===== config.mk =====
export PLATFORM = sky130hd
export DESIGN_NAME = multicycle_ctrl
export DESIGN_NICKNAME = d
export VERILOG_FILES = /design/src/rtl/multicycle_ctrl.sv
export SDC_FILE = /design/constraint.sdc
export NUM_CORES = 1
export LEC_CHECK = 0
export BUFFER_PORTS_ARGS = -buffer_cell sky130_fd_sc_hd__clkbuf_2
export CORE_MARGIN = 2
export CORE_UTILIZATION = 39
export DETAILED_ROUTE_END_ITERATION = 12
export GPL_TIMING_DRIVEN = 0
export PLACE_DENSITY = 0.8
export SLEW_MARGIN = 20
export SYNTH_ARGS = -nofsm -noshare
export SYNTH_HDL_FRONTEND = slang
export SYNTH_SLANG_ARGS = --single-unit

===== constraint.sdc =====
create_clock -name clk -period 1.7 [get_ports clk]
set_input_delay 0.17 -clock clk [delete_from_list [all_inputs] [get_ports clk]]
set_output_delay 0.17 -clock clk [all_outputs]
set_load 0.02 [all_outputs]

===== src/rtl/multicycle_ctrl.sv =====
// multicycle_ctrl
// ---------------------------------------------------------------------------
// Main control FSM for the multicycle RV32I core. It sequences the shared ALU,
// the unified memory port, the instruction register and the register file
// through FETCH / DECODE / EXECUTE / WRITEBACK style states. ALUOp feeds the
// existing ALU decoder, which still produces ALUControl.
//
// Supported opcodes: lw, sw, R-type, I-type ALU, beq, jal. Any other opcode
// seen in DECODE sends the FSM to TRAP. TRAP is absorbing until reset.
//
// Ports
//   clk           rising-edge clock
//   reset_n       asynchronous active-low reset
//   op            opcode from the instruction register (Instr[6:0])
//   zero          ALU zero flag (same cycle, used in BEQ)
//   mem_ready     unified memory completes its access this cycle
//   PCWrite       PC enable = PCUpdate | (Branch & zero)
//   AdrSrc        memory address select (0 = PC, 1 = Result)
//   MemWrite      memory write strobe
//   IRWrite       instruction register / OldPC enable
//   ResultSrc     00 ALUOut, 01 Data, 10 ALUResult
//   ALUSrcA       00 PC, 01 OldPC, 10 rs1 data
//   ALUSrcB       00 rs2 data, 01 ImmExt, 10 constant 4
//   ALUOp         00 add, 01 sub, 10 funct-decoded
//   ImmSrc        immediate format, decoded combinationally from op
//   RegWrite      register file write enable
//   instr_done    one-cycle pulse when an instruction retires
//   illegal_instr sticky flag, set when an unsupported opcode is decoded
//   dbg_state     current state encoding
//
// Handshake: mem_ready is a per-cycle completion qualifier. A state that owns
// the memory port (FETCH, MEMREAD, MEMWRITE) keeps presenting its request
// every cycle and leaves only in a cycle where mem_ready=1; the side effects
// of completion (IRWrite/PC update in FETCH, instr_done in MEMWRITE) are
// asserted only in that cycle.
// ---------------------------------------------------------------------------
module multicycle_ctrl #(
  parameter int STATE_W = 4
) (
  input  logic               clk,
  input  logic               reset_n,
  input  logic [6:0]         op,
  input  logic               zero,
  input  logic               mem_ready,
  output logic               PCWrite,
  output logic               AdrSrc,
  output logic               MemWrite,
  output logic               IRWrite,
  output logic [1:0]         ResultSrc,
  output logic [1:0]         ALUSrcA,
  output logic [1:0]         ALUSrcB,
  output logic [1:0]         ALUOp,
  output logic [1:0]         ImmSrc,
  output logic               RegWrite,
  output logic               instr_done,
  output logic               illegal_instr,
  output logic [STATE_W-1:0] dbg_state
);

  localparam logic [6:0] OP_LW   = 7'b0000011;
  localparam logic [6:0] OP_SW   = 7'b0100011;
  localparam logic [6:0] OP_R    = 7'b0110011;
  localparam logic [6:0] OP_I    = 7'b0010011;
  localparam logic [6:0] OP_BEQ  = 7'b1100011;
  localparam logic [6:0] OP_JAL  = 7'b1101111;

  typedef enum logic [STATE_W-1:0] {
    IDLE     = 0,
    FETCH    = 1,
    DECODE   = 2,
    MEMADR   = 3,
    MEMREAD  = 4,
    MEMWB    = 5,
    MEMWRITE = 6,
    EXECUTER = 7,
    EXECUTEI = 8,
    ALUWB    = 9,
    BEQ      = 10,
    JAL      = 11,
    TRAP     = 12
  } state_t;

  state_t state_q;
  state_t state_d;
  logic   illegal_q;
  logic   pc_update;
  logic   branch;

  // Next-state logic. Unused encodings (13-15) fall into the default arm and
  // therefore behave exactly like IDLE.
  always_comb begin
    state_d = state_q;
    case (state_q)
      FETCH:    if (mem_ready) state_d = DECODE;
      DECODE: begin
        case (op)
          OP_LW, OP_SW: state_d = MEMADR;
          OP_R:         state_d = EXECUTER;
          OP_I:         state_d = EXECUTEI;
          OP_BEQ:       state_d = BEQ;
          OP_JAL:       state_d = JAL;
          default:      state_d = TRAP;
        endcase
      end
      MEMADR:   state_d = (op == OP_LW) ? MEMREAD : MEMWRITE;
      MEMREAD:  if (mem_ready) state_d = MEMWB;
      MEMWB:    state_d = FETCH;
      MEMWRITE: if (mem_ready) state_d = FETCH;
      EXECUTER: state_d = ALUWB;
      EXECUTEI: state_d = ALUWB;
      ALUWB:    state_d = FETCH;
      BEQ:      state_d = FETCH;
      JAL:      state_d = ALUWB;
      TRAP:     state_d = TRAP;
      default:  state_d = FETCH;
    endcase
  end

  // State register and sticky illegal flag. The flag is loaded on the same
  // edge that enters TRAP, so it is already high in the first TRAP cycle.
  always_ff @(posedge clk or negedge reset_n) begin
    if (!reset_n) begin
      state_q   <= IDLE;
      illegal_q <= 1'b0;
    end else begin
      state_q <= state_d;
      if (state_d == TRAP) illegal_q <= 1'b1;
    end
  end

  // Control decode from the current state. mem_ready only qualifies the
  // completion side effects; every other output is a pure function of state.
  always_comb begin
    AdrSrc     = 1'b0;
    MemWrite   = 1'b0;
    IRWrite    = 1'b0;
    ResultSrc  = 2'b00;
    ALUSrcA    = 2'b00;
    ALUSrcB    = 2'b00;
    ALUOp      = 2'b00;
    RegWrite   = 1'b0;
    instr_done = 1'b0;
    pc_update  = 1'b0;
    branch     = 1'b0;
    case (state_q)
      FETCH: begin
        ALUSrcB   = 2'b10;
        ResultSrc = 2'b10;
        IRWrite   = mem_ready;
        pc_update = mem_ready;
      end
      DECODE: begin
        // Branch/jump target OldPC + imm parked in ALUOut for BEQ.
        ALUSrcA = 2'b01;
        ALUSrcB = 2'b01;
      end
      MEMADR: begin
        ALUSrcA = 2'b10;
        ALUSrcB = 2'b01;
      end
      MEMREAD: begin
        AdrSrc = 1'b1;
      end
      MEMWB: begin
        ResultSrc  = 2'b01;
        RegWrite   = 1'b1;
        instr_done = 1'b1;
      end
      MEMWRITE: begin
        // Strobe held every cycle until the memory accepts it.
        AdrSrc     = 1'b1;
        MemWrite   = 1'b1;
        instr_done = mem_ready;
      end
      EXECUTER: begin
        ALUSrcA = 2'b10;
        ALUOp   = 2'b10;
      end
      EXECUTEI: begin
        ALUSrcA = 2'b10;
        ALUSrcB = 2'b01;
        ALUOp   = 2'b10;
      end
      ALUWB: begin
        RegWrite   = 1'b1;
        instr_done = 1'b1;
      end
      BEQ: begin
        // ALU compares rs1 - rs2 while PC loads the DECODE target from ALUOut.
        ALUSrcA    = 2'b10;
        ALUOp      = 2'b01;
        branch     = 1'b1;
        instr_done = 1'b1;
      end
      JAL: begin
        // PC <- ALUOut (target), ALU computes OldPC + 4 for the link write.
        ALUSrcA   = 2'b01;
        ALUSrcB   = 2'b10;
        pc_update = 1'b1;
      end
      default: ;
    endcase
  end

  always_comb begin
    case (op)
      OP_SW:   ImmSrc = 2'b01;
      OP_BEQ:  ImmSrc = 2'b10;
      OP_JAL:  ImmSrc = 2'b11;
      default: ImmSrc = 2'b00;
    endcase
  end

  assign PCWrite       = pc_update | (branch & zero);
  assign illegal_instr = illegal_q;
  assign dbg_state     = state_q;

endmodule


==> summary.txt <==
Core Util, Final: 55.7%
CP required: 1870 ps
crit path DAT: 1810 ps
Synth area leaders: dfrtp_1 21%, nor2_1 8.8%, nand2_1 5.0%, clkbuf_1 4.4%, a221oi_1 4.4%
Synth Net Count: 98
Lkg Pwr: 0.000398 uW
setup_tns: 0 ps
Pre-antenna DRT Iters: 4
power per cell area: 1810 nW/um2
Setup Viol. Count Final: 0
Die Span Y: 43.2 um
core footprint: 1470 um2
Routed WL: 1.74 mm
max-cap viol count: 0
Tmin final: 1640 ps
Reg area: 128 um2
Setup crit end kind: flop
maximum VDD drop: 0.999 mV
die width: 43.2 um
syn_area_per_cell: 6.90 um2
area occupied by multi-input gates: 430 um2
Final Max Slew Viols: 0
row cnt: 14
GPL Wtd Cong: 0.876
# diodes: 0
DP Cell Count: 133
Reg power frac: 16.4%
share of layout cells above drive strength 1: 33.9%
Yosys warnings: 0
vias per inst: 5.72
Mapped Cells: 87
switch share: 54.5%
DR iter-0 viols: 21
CTS root buf: clkbuf_4
worst hold path type: in -> async
P_int: 674 uW
number of H-tree levels: 1
max incr delay on CP: 500 ps
aggregate global-route resource usage: 19.2%
WL/cell: 12.7 um
crit path cell chain: or3b_4 > or4_1 > o211ai_2 > a21o_1
CTS Buf Count: 3
Main synth FF type: dfrtp_1
Longest Clk Path Bufs: 2
total grt overflow: 0
net switching power: 808 uW
clk sink count: 5
RSZ-0062 raised after global routing: yes
outcome: completed
slowest stage cell, crit path: or4_1
Rel. slew slack: 65.2%
hpwl dp: 1.37 mm
Fillers: 156
flops & latches, synth: 5
asr flop ratio synth: 100%
Seq/Total Area, Yosys: 20.8%
largest net degree at the start of global routing: 12
post-synth top area share: 20.8%
Worst Reg-to-Reg Cells: 4
DRT antenna net count: 0
clk_skew: 2.53 ps
Final Hold Fails: 0
CTS tree: yes
initial antenna violation count: 0
I/O pin count: 32
number of global-route vias before repair: 689
worst-skew pair later-pin latency: 230 ps
DR DRC count: 0
Mapped Area: 601 um2
area grow syn2layout: 36.5%
first-pass GRT wire length: 2.82 mm
die area: 1870 um2
Combinational Power Share: 74.7%
# port buffers: 30
layout net count: 133
Netlist cell types: 37
Finished Layout Cells: 137
Clk pin slew, worst setup/hold paths: 40 ps
fin crit share: 96.3%
clock share of power: 8.9%
Yosys top cell by area: dfrtp_1
Crit Path Class: reg -> reg
DR vias: 784
Worst Max-Slew Pin Slew: 509 ps
Starting Density: 40.8%
critical path fanouts, max: 8
Max Fclk: 611 MHz
Post-synth EDFFs: 0
Startpoint Class: flop
[repair_timing]
item | in CTS | in global routing
setup buffers | 0 | 0
endpoints found under the hold margin | 5 | 0
endpoints found under the setup margin | 12 | 12
hold buffers | 1 | 0
resized for setup | 5 | 6
[logic make-up after synthesis]
logic type | synth area share (%)
buffers and inverters | 7.50
XOR/XNOR | 4.38
AO/OA/AOI/OAI | 30.2
flip-flops | 20.8
AND/OR/NAND/NOR | 37.1
[worst max-delay path: cells and delay by family, from the launching register on]
family           cells  cell delay, ps
AO/OA/AOI/OAI        2             230
AND/OR/NAND/NOR      2             930
flip-flops           1             420
[sequential cells by signal, indices dropped and copies added, names as in the netlist]
register,cells
illegal_instr,1
dbg_state,4
[synthesized netlist by cell type (all sizes together) (2+ instances only)]
| master | number |
|---|---|
| xnor2 | 2 |
| nand3b | 3 |
| dfrtp | 5 |
| o22ai | 3 |
| o21ai | 5 |
| a21oi | 2 |
| nor2 | 14 |
| clkbuf | 7 |
| o211ai | 3 |
| nand2b | 3 |
| a221oi | 3 |
| nand2 | 8 |
| and3 | 3 |
| inv | 4 |
[cell usage in the layout, fill, tap and decap left out, types with 3 or more instances in the layout]
cell      count
and3_1        3
clkbuf_4      4
o21ai_0       5
nand3b_1      3
o22ai_1       3
clkbuf_2     31
inv_1         4
dfrtp_1       3
clkbuf_1      4
nand2b_1      3
nand2_1       8
nor2_1       14
a221oi_1      3
[cell type report]
type | count | area share (%)
multi-input combinational | 70 | 52.5
timing repair buffer | 31 | 19.5
sequential | 5 | 15.6
buffer | 7 | 4.89
clock buffer | 4 | 3.21
tap | 16 | 2.44
inverter | 4 | 1.83
[through the flow]
step	power [uW]	setup WS (ps)	hold slack, ps	area (um2)
2_1_floorplan	1000	2.98	-126	601
3_5_place_dp	1310	-22.9	-11.1	771
4_1_cts	1460	13.5	279	811
3_3_place_gp	1290	-19.1	-13.8	771
6_report	1480	63.7	296	820
5_1_grt	1600	-44.2	312	820
[power groups by stage]
stage	logic (uW)	registers, uW	clock network [uW]
6_report	1110	243	132
4_1_cts	1090	237	137
3_5_place_dp	1100	210	0
2_1_floorplan	751	249	0
5_1_grt	1200	255	141
3_3_place_gp	1090	201	0
[per-layer routing]
metal	wire length [um]	share of wire (%)	track usage (%)
met4	0	0	6.06
met2	931	53	34.3
met1	715	41	23.7
met3	97	5.6	1.70
met5	0	0	0
[worst paths after layout]
path                                           start                        end  slack, ps
min                                          reset_n     dbg_state[2]$_DFF_PN0_        300
min reg2reg                illegal_instr$_DFFE_PN0N_  illegal_instr$_DFFE_PN0N_        450
min in group clk                               op[4]     dbg_state[2]$_DFF_PN0_        350
max in group asynchronous                    reset_n     dbg_state[0]$_DFF_PN0_       1260
max reg2reg                   dbg_state[1]$_DFF_PN0_  illegal_instr$_DFFE_PN0N_         60
max                           dbg_state[1]$_DFF_PN0_  illegal_instr$_DFFE_PN0N_         60
Power figures use the tool's default switching activity.
